<file path="config.mk">
export PLATFORM = sky130hd
export DESIGN_NAME = mem_arbiter
export DESIGN_NICKNAME = d
export VERILOG_FILES = /design/src/rtl/cpu_types_pkg.sv /design/src/rtl/diaosi_types_pkg.sv /design/src/rtl/mem_arbiter.sv
export SDC_FILE = /design/constraint.sdc
export NUM_CORES = 1
export LEC_CHECK = 0
export BUFFER_PORTS_ARGS = -buffer_cell sky130_fd_sc_hd__buf_2
export CAP_MARGIN = 40
export CORE_UTILIZATION = 45
export DETAILED_ROUTE_END_ITERATION = 10
export GPL_TIMING_DRIVEN = 0
export PLACE_DENSITY = 0.76
export SETUP_SLACK_MARGIN = 0.3
export SYNTH_ARGS = -nofsm -noshare
export SYNTH_HDL_FRONTEND = slang
export SYNTH_SLANG_ARGS = --single-unit
</file>
<file path="constraint.sdc">
create_clock -name CLK -period 3 [get_ports CLK]
set_input_delay 0.6 -clock CLK [delete_from_list [all_inputs] [get_ports CLK]]
set_output_delay 0.6 -clock CLK [all_outputs]
set_load 0.1 [all_outputs]
</file>
<file path="src/rtl/cpu_types_pkg.sv">
// Shared CPU-level types: machine word and RAM handshake state.
package cpu_types_pkg;

  typedef logic [31:0] word_t;

  typedef enum logic [1:0] {
    FREE,
    BUSY,
    ACCESS,
    ERROR
  } ramstate_t;

endpackage

</file>
<file path="src/rtl/diaosi_types_pkg.sv">
// Memory-arbiter FSM states and latched request kinds.
package diaosi_types_pkg;

  typedef enum logic [2:0] {
    IDLE,
    IFETCH,
    DREAD,
    DWRITE,
    RESP
  } arb_state_t;

  typedef enum logic [1:0] {
    REQ_I,
    REQ_DR,
    REQ_DW
  } arb_req_t;

endpackage

</file>
<file path="src/rtl/mem_arbiter.sv">
// Shares one single-ported RAM between ifetch and data requests,
// data-first with ifetch anti-starvation and bounded ERROR retry.
module mem_arbiter
  import cpu_types_pkg::*;
  import diaosi_types_pkg::*;
#(
  parameter int    STARVE_LIMIT = 4,
  parameter int    MAX_RETRY    = 2,
  parameter word_t ERR_WORD     = 32'hBAD1BAD1
) (
  input  logic      CLK,
  input  logic      nRST,
  input  logic      iREN,
  input  word_t     iaddr,
  input  logic      dREN,
  input  logic      dWEN,
  input  word_t     daddr,
  input  word_t     dstore,
  output logic      ihit,
  output word_t     iload,
  output logic      dhit,
  output word_t     dload,
  output logic      ramREN,
  output logic      ramWEN,
  output word_t     ramaddr,
  output word_t     ramstore,
  input  ramstate_t ramstate,
  input  word_t     ramload,
  output logic      err
);

  localparam int SW = $clog2(STARVE_LIMIT + 2);
  localparam int RW = $clog2(MAX_RETRY + 2);

  arb_state_t     state, nxt;
  arb_req_t       req_q, gnt_req;
  arb_state_t     gnt_st;
  word_t          addr_q, store_q;
  logic [SW-1:0]  starve_cnt;
  logic [RW-1:0]  retry_cnt;
  logic           gap_q, drop_q;
  logic           starved, take_i, take_w, take_r;
  logic           gnt_v, line_now, live;

  assign ramaddr  = addr_q;
  assign ramstore = store_q;
  assign live     = !drop_q && line_now;

  always_comb begin
    starved = iREN && (starve_cnt == SW'(STARVE_LIMIT));
    take_i  = iREN && (starved || !(dREN || dWEN));
    take_w  = dWEN && !take_i;
    take_r  = dREN && !dWEN && !take_i;
    gnt_v   = take_i || take_w || take_r;
    gnt_req = REQ_I;
    gnt_st  = IFETCH;
    unique case (1'b1)
      take_w: begin
        gnt_req = REQ_DW;
        gnt_st  = DWRITE;
      end
      take_r: begin
        gnt_req = REQ_DR;
        gnt_st  = DREAD;
      end
      default: ;
    endcase
  end

  always_comb begin
    line_now = 1'b0;
    unique case (req_q)
      REQ_I:   line_now = iREN;
      REQ_DR:  line_now = dREN;
      default: line_now = dWEN;
    endcase
  end

  always_ff @(posedge CLK or negedge nRST) begin
    if (!nRST) state <= IDLE;
    else       state <= nxt;
  end

  // FREE, BUSY and any unknown encoding all hold the issue state
  always_comb begin
    nxt = state;
    unique case (state)
      IDLE:
        if (gnt_v) nxt = gnt_st;
      IFETCH, DREAD, DWRITE:
        if (!gap_q) begin
          if (ramstate == ACCESS)
            nxt = RESP;
          else if (ramstate == ERROR &&
                   retry_cnt >= RW'(MAX_RETRY))
            nxt = RESP;
        end
      RESP:    nxt = IDLE;
      default: nxt = IDLE;
    endcase
  end

  always_comb begin
    ramREN = 1'b0;
    ramWEN = 1'b0;
    ihit   = 1'b0;
    dhit   = 1'b0;
    unique case (state)
      IFETCH, DREAD: ramREN = !gap_q;
      DWRITE:        ramWEN = !gap_q;
      RESP: begin
        ihit = (req_q == REQ_I) && live;
        dhit = (req_q != REQ_I) && live;
      end
      default: ;
    endcase
  end

  always_ff @(posedge CLK or negedge nRST) begin
    if (!nRST) begin
      req_q      <= REQ_I;
      addr_q     <= '0;
      store_q    <= '0;
      iload      <= '0;
      dload      <= '0;
      starve_cnt <= '0;
      retry_cnt  <= '0;
      gap_q      <= 1'b0;
      drop_q     <= 1'b0;
      err        <= 1'b0;
    end else begin
      unique case (state)
        IDLE:
          if (gnt_v) begin
            req_q   <= gnt_req;
            addr_q  <= (gnt_req == REQ_I) ? iaddr : daddr;
            store_q <= dstore;
            drop_q  <= 1'b0;
            if (gnt_req == REQ_I || !iREN)
              starve_cnt <= '0;
            else if (starve_cnt != SW'(STARVE_LIMIT))
              starve_cnt <= starve_cnt + 1'b1;
          end
        IFETCH, DREAD, DWRITE: begin
          if (!line_now) drop_q <= 1'b1;
          if (gap_q) begin
            gap_q <= 1'b0;
          end else if (ramstate == ACCESS) begin
            if (req_q == REQ_I)       iload <= ramload;
            else if (req_q == REQ_DR) dload <= ramload;
          end else if (ramstate == ERROR) begin
            if (retry_cnt < RW'(MAX_RETRY)) begin
              retry_cnt <= retry_cnt + 1'b1;
              gap_q     <= 1'b1;
            end else begin
              err <= 1'b1;
              if (req_q == REQ_I)       iload <= ERR_WORD;
              else if (req_q == REQ_DR) dload <= ERR_WORD;
            end
          end
        end
        RESP: begin
          retry_cnt <= '0;
          gap_q     <= 1'b0;
        end
        default: ;
      endcase
    end
  end

endmodule

</file>
* Word-level counts from Yosys, hierarchy flattened
Index checks and enable logic that the tools add are counted.
** Word-level totals
- Register bits :: 141
- Input bits :: 135
- Output and inout bits :: 133
- Logic and storage cells :: 114
** Cells by class
- $add $sub $neg :: 2
- Magnitude comparators :: 2
- Equality and inequality tests :: 17
- Multiplexer cells :: 40
- Bitwise logic cells :: 4
- Reduce and logical (&&, ||, !) cells :: 38
** Operators by type and width (count)
- $mux 32 :: 13
- $mux 3 :: 6
- $reduce_and 5->1 :: 3
- $ne 2x2->1 const B :: 7
- $pmux 2 s2 :: 3
- $mux 1 :: 10
- $reduce_bool 2->1 :: 5
- $logic_and 1x1->1 :: 9
- $reduce_and 3->1 :: 3
- $mux 2 :: 4
- $eq 3x2->1 const B :: 2
- $eq 3x3->1 const B :: 2
- $logic_not 1->1 :: 6
- $ne 3x3->1 const B :: 2
- $pmux 1 s2 :: 3
- $pmux 3 s2 :: 1
- $reduce_and 6->1 :: 1
- $logic_or 1x1->1 :: 5
- $eq 2x2->1 const B :: 2
- $logic_not 2->1 :: 2
- $not 1->1 :: 4
- $add 3x1->3 const B :: 1
- $eq 3x1->1 const B :: 1
- $logic_not 3->1 :: 1
- other kinds (7) :: 7

* Depth between registers and ports, before layout
- Word-level depth :: 11
- Depth in mapped cells :: 7
- Mapped depth without buffers :: 5

* Least setup slack after synthesis
No wires, ideal clock.
- Path kind :: input-to-output
- Start point :: input iREN
- End point :: output ihit
- Arrival time :: 4.227 ns
- Data required time :: 2.400 ns
- Slack :: -1.827 ns
- Stages on the path :: 4
- Cells stage by stage :: clkbuf_1 -> mux2_2 -> mux2i_1 -> nor4b_1
** Between the ends
- Word-level cells in the longest chain between the ends :: 4
** Ends and longest elaborated chain
- start, declared :: line mem_arbiter.sv:13 : input logic iREN,
- $pmux 1 s2 :: line mem_arbiter.sv:72 : unique case (req_q)
- $logic_and 1x1->1 :: line mem_arbiter.sv:47 : assign live = !drop_q && line_now;
- $logic_and 1x1->1 :: line mem_arbiter.sv:112 : ihit = (req_q == REQ_I) && live;
- $mux 1 :: line mem_arbiter.sv:108 : unique case (state)
- end, declared :: line mem_arbiter.sv:19 : output logic ihit,
Every way passes these cells.

* Final worst setup path
- Start point :: register state[2]
- End point :: output dhit
** Between the ends
- Word-level cells in the longest chain between the ends :: 2
** Ends and longest elaborated chain
- start, declared :: line mem_arbiter.sv:35 : arb_state_t state, nxt;
- start signal, assigned :: line mem_arbiter.sv:81 : else state <= nxt;
- $eq 3x3->1 :: line mem_arbiter.sv:108
- $mux 1 :: line mem_arbiter.sv:108
- end, declared :: line mem_arbiter.sv:21 : output logic dhit,
Every way passes these cells.

==> results_dict.tcl <==
set metrics [dict create \
    placement_rows 43 \
    clk_pin_slew_ps 60 \
    worst_hold_path_type "in -> async" \
    gr_overflow_total 0 \
    run_status "finished clean" \
    yosysTopAreaCell "sky130_fd_sc_hd__dfrtp_1" \
    htree_levels 4 \
    endpoint_kind "output port" \
    place_congestion 0.874 \
    stdcell_count 952 \
    dr_total_vias 5086 \
    slew_viol_final 0 \
    placedCellCount 920 \
    cp.required_ps 2400 \
    dr.pass1.iters 4 \
    r2r_end "ramstore[12]$_DFFE_PN0P_" \
    postLayoutCellArea_sq_mm 0.00872 \
    finalHoldViolations 0 \
    setup_violations 0 \
    port_buffers 266 \
    clk_root_buffer_cell "sky130_fd_sc_hd__clkbuf_16" \
    timing.rr.start "state[0]$_DFFE_PN0P_" \
    worstSetupStartpointType "flip-flop" \
    avgRoutedWirePerCell_um 18.2 \
    grt_usage_pct 23.8 \
    placeableCoreArea_sq_mm 0.0139 \
    drive_above_1_share_pct 56.1 \
    final_cell_mix "sky130_fd_sc_hd__buf_2 (269), sky130_fd_sc_hd__dfrtp_1 (141), sky130_fd_sc_hd__mux2_2 (66)" \
    ys_seq_elements 141 \
    max-slew-margin-rel_pct 51.6 \
    mappedNetlistNets 611 \
    worst-setup-path-type "reg -> out" \
    syn_area_per_cell_sq_um 13.6 \
    critPathLaunch "state[2]$_DFFE_PN0P_" \
    fillCellCount 1097 \
    worst_setup_ep "dhit" \
    maximum_fanout_along_the_worst_path 10 \
    grt_start_max_net_pins 86 \
    mappedNetlistArea_sq_mm 0.00644 \
    ratio_of_final_minimum_period_to_clock_period_pct 86.8 \
    syn_to_final_growth_pct 35.4 \
    antennaDiodeCount 0 \
    seq_area_frac_synth_pct 54.8 \
    r2r.worst_path.cells 6 \
    synth-main-ff-cell "sky130_fd_sc_hd__dfrtp_1" \
    viasPerCell 5.34 \
    multiInputGateArea_sq_mm 0.00266 \
    initialDrtViolationCount 218 \
    cts_tree "yes" \
    final_core_util_pct 62.6 \
    timing.reg2reg.setup_slack_ps 1100 \
    post-route-min-period_ps 2610 \
    synthesis.yosys.warnings 0 \
    postSynth.asyncResetShare_pct 100 \
    worst-endpoint-arrival_ps 2010 \
    hold_ws_ps 142 \
    dp.final_hpwl_mm 12.9 \
    syn-instance-count 473 \
    synth.area.top_cells "sky130_fd_sc_hd__dfrtp_1 (55%), sky130_fd_sc_hd__mux2_2 (12%), sky130_fd_sc_hd__mux2_4 (7.0%)" \
    clk_latency_ps 410 \
    max_freq_mhz 384 \
    placed_cell_areas_sq_mm 0.00807 \
    drt-total-wl_mm 17.3 \
    initial_core_util_pct 46.2 \
    seqCellArea_sq_mm 0.00353 \
    post-synth-top-area-fraction_pct 54.8 \
    worst_margin_slew_ps 720 \
    cts_num_sinks 141 \
    ctsLongestPathBuffers 2 \
    die_h_um 122 \
    antenna_left 0 \
    dieWidth_um 122 \
    via_count_of_the_first_global_routing_pass 5289 \
    top_level_ports 268 \
    antenna_violations_before_repair 0 \
    design.die.area_sq_mm 0.0148 \
    yosys.cell_types.count 47 \
    worst_case_clock_skew_ps 9.69 \
    rsz0062_at_grt "true" \
    final_common_cell "sky130_fd_sc_hd__buf_2" \
    max_capacitance_violation_total 0 \
    drc 0 \
    cts_post_setup_buffers_inserted 0 \
    first_pass_grt_wire_length_mm 26.9 \
    synth_edf_count 0 \
    cts_inserted_buffers 17 \
    finish.net_count 897 \
]
-- layer usage --
layer | part of all wire (%) | track usage, % | wire length, um
met5 | 0 | 0 | 0
met4 | 1.9 | 9.57 | 328
met3 | 7.8 | 7.07 | 1360
met2 | 50 | 40.8 | 8650
met1 | 40 | 27.7 | 6960
-- metrics by stage --
stage	TNS (ps)	worst slack (ps)
5_1_grt	0	265
2_1_floorplan	0	233
4_1_cts	0	310
6_report	0	395
3_5_place_dp	0	522
3_3_place_gp	-74600	-541
-- worst min path at each step --
stage                          startpoint               endpoint  slack [ps]
after detailed placement  err$_DFFE_PN0P_        err$_DFFE_PN0P_         460
after global routing                 nRST  iload[27]$_DFFE_PN0P_         180
after CTS                            nRST  iload[25]$_DFFE_PN0P_         160
final                                nRST  iload[27]$_DFFE_PN0P_         140
after global placement    err$_DFFE_PN0P_        err$_DFFE_PN0P_         450
after floorplan                      nRST   dload[0]$_DFFE_PN0P_         300
-- sequential cells by signal (all words and copies together), names as in the netlist --
name        count
dload          32
drop_q          1
err             1
gap_q           1
iload          32
ramaddr        32
ramstore       32
req_q           2
retry_cnt       2
starve_cnt      3
state           3
-- cell families (layout without fill, tap and decap cells) --
kind of cell,count (synthesis),in the layout,synth area share [%]
buf+inv,46,345,4.57
xor+xnor,1,1,0.136
flops,141,141,54.8
mux,99,99,19.0
simple gates,68,68,7.03
fa+ha+maj,3,3,0.583
compound gates,115,115,13.9
-- cell usage after synthesis, types with 2 or more instances --
cell type and n:
sky130_fd_sc_hd__mux2_2 66, sky130_fd_sc_hd__nand3_1 3, sky130_fd_sc_hd__nor2b_1 3, sky130_fd_sc_hd__nand2_1 3
sky130_fd_sc_hd__and3_1 2, sky130_fd_sc_hd__buf_8 4, sky130_fd_sc_hd__mux2_4 30, sky130_fd_sc_hd__clkbuf_1 23
sky130_fd_sc_hd__or3_1 2, sky130_fd_sc_hd__a2bb2oi_1 25, sky130_fd_sc_hd__buf_4 2, sky130_fd_sc_hd__dfrtp_1 141
sky130_fd_sc_hd__a22o_1 2, sky130_fd_sc_hd__nand2b_1 19, sky130_fd_sc_hd__a31oi_1 2, sky130_fd_sc_hd__inv_1 4
sky130_fd_sc_hd__buf_2 6, sky130_fd_sc_hd__and2_1 14, sky130_fd_sc_hd__a2bb2oi_2 7, sky130_fd_sc_hd__nor2_1 4
sky130_fd_sc_hd__buf_6 6, sky130_fd_sc_hd__ha_1 3, sky130_fd_sc_hd__nand4_1 2, sky130_fd_sc_hd__o21ai_0 41
sky130_fd_sc_hd__nor3_1 3, sky130_fd_sc_hd__mux2i_1 2, sky130_fd_sc_hd__a311oi_1 32, sky130_fd_sc_hd__a32o_1 2
sky130_fd_sc_hd__or3b_2 2
-- final cells by class --
cell class | instances | area share (%)
Sequential cell | 141 | 40.5
Tap cell | 180 | 2.58
Multi-Input combinational cell | 286 | 30.5
Clock buffer | 19 | 5.08
Buffer | 42 | 3.22
Clock inverter | 13 | 2.18
Inverter | 4 | 0.172
Timing Repair Buffer | 267 | 15.8
-- worst max-delay path, stage by stage (launching register included) --
cell and delay (ps):
sky130_fd_sc_hd__dfrtp_1 310, sky130_fd_sc_hd__buf_2 220, sky130_fd_sc_hd__or3b_2 550, sky130_fd_sc_hd__nor4_4 250, sky130_fd_sc_hd__buf_6 260
-- repair_timing --
action / 4_1_cts / 5_1_grt
hold buffers: 0 / 0
gates resized for setup: 2 / 2
setup endpoints to repair: 2 / 2
Power is not shown: default switching activity piles up to over one toggle a cycle in this logic, so the estimate is an artifact.
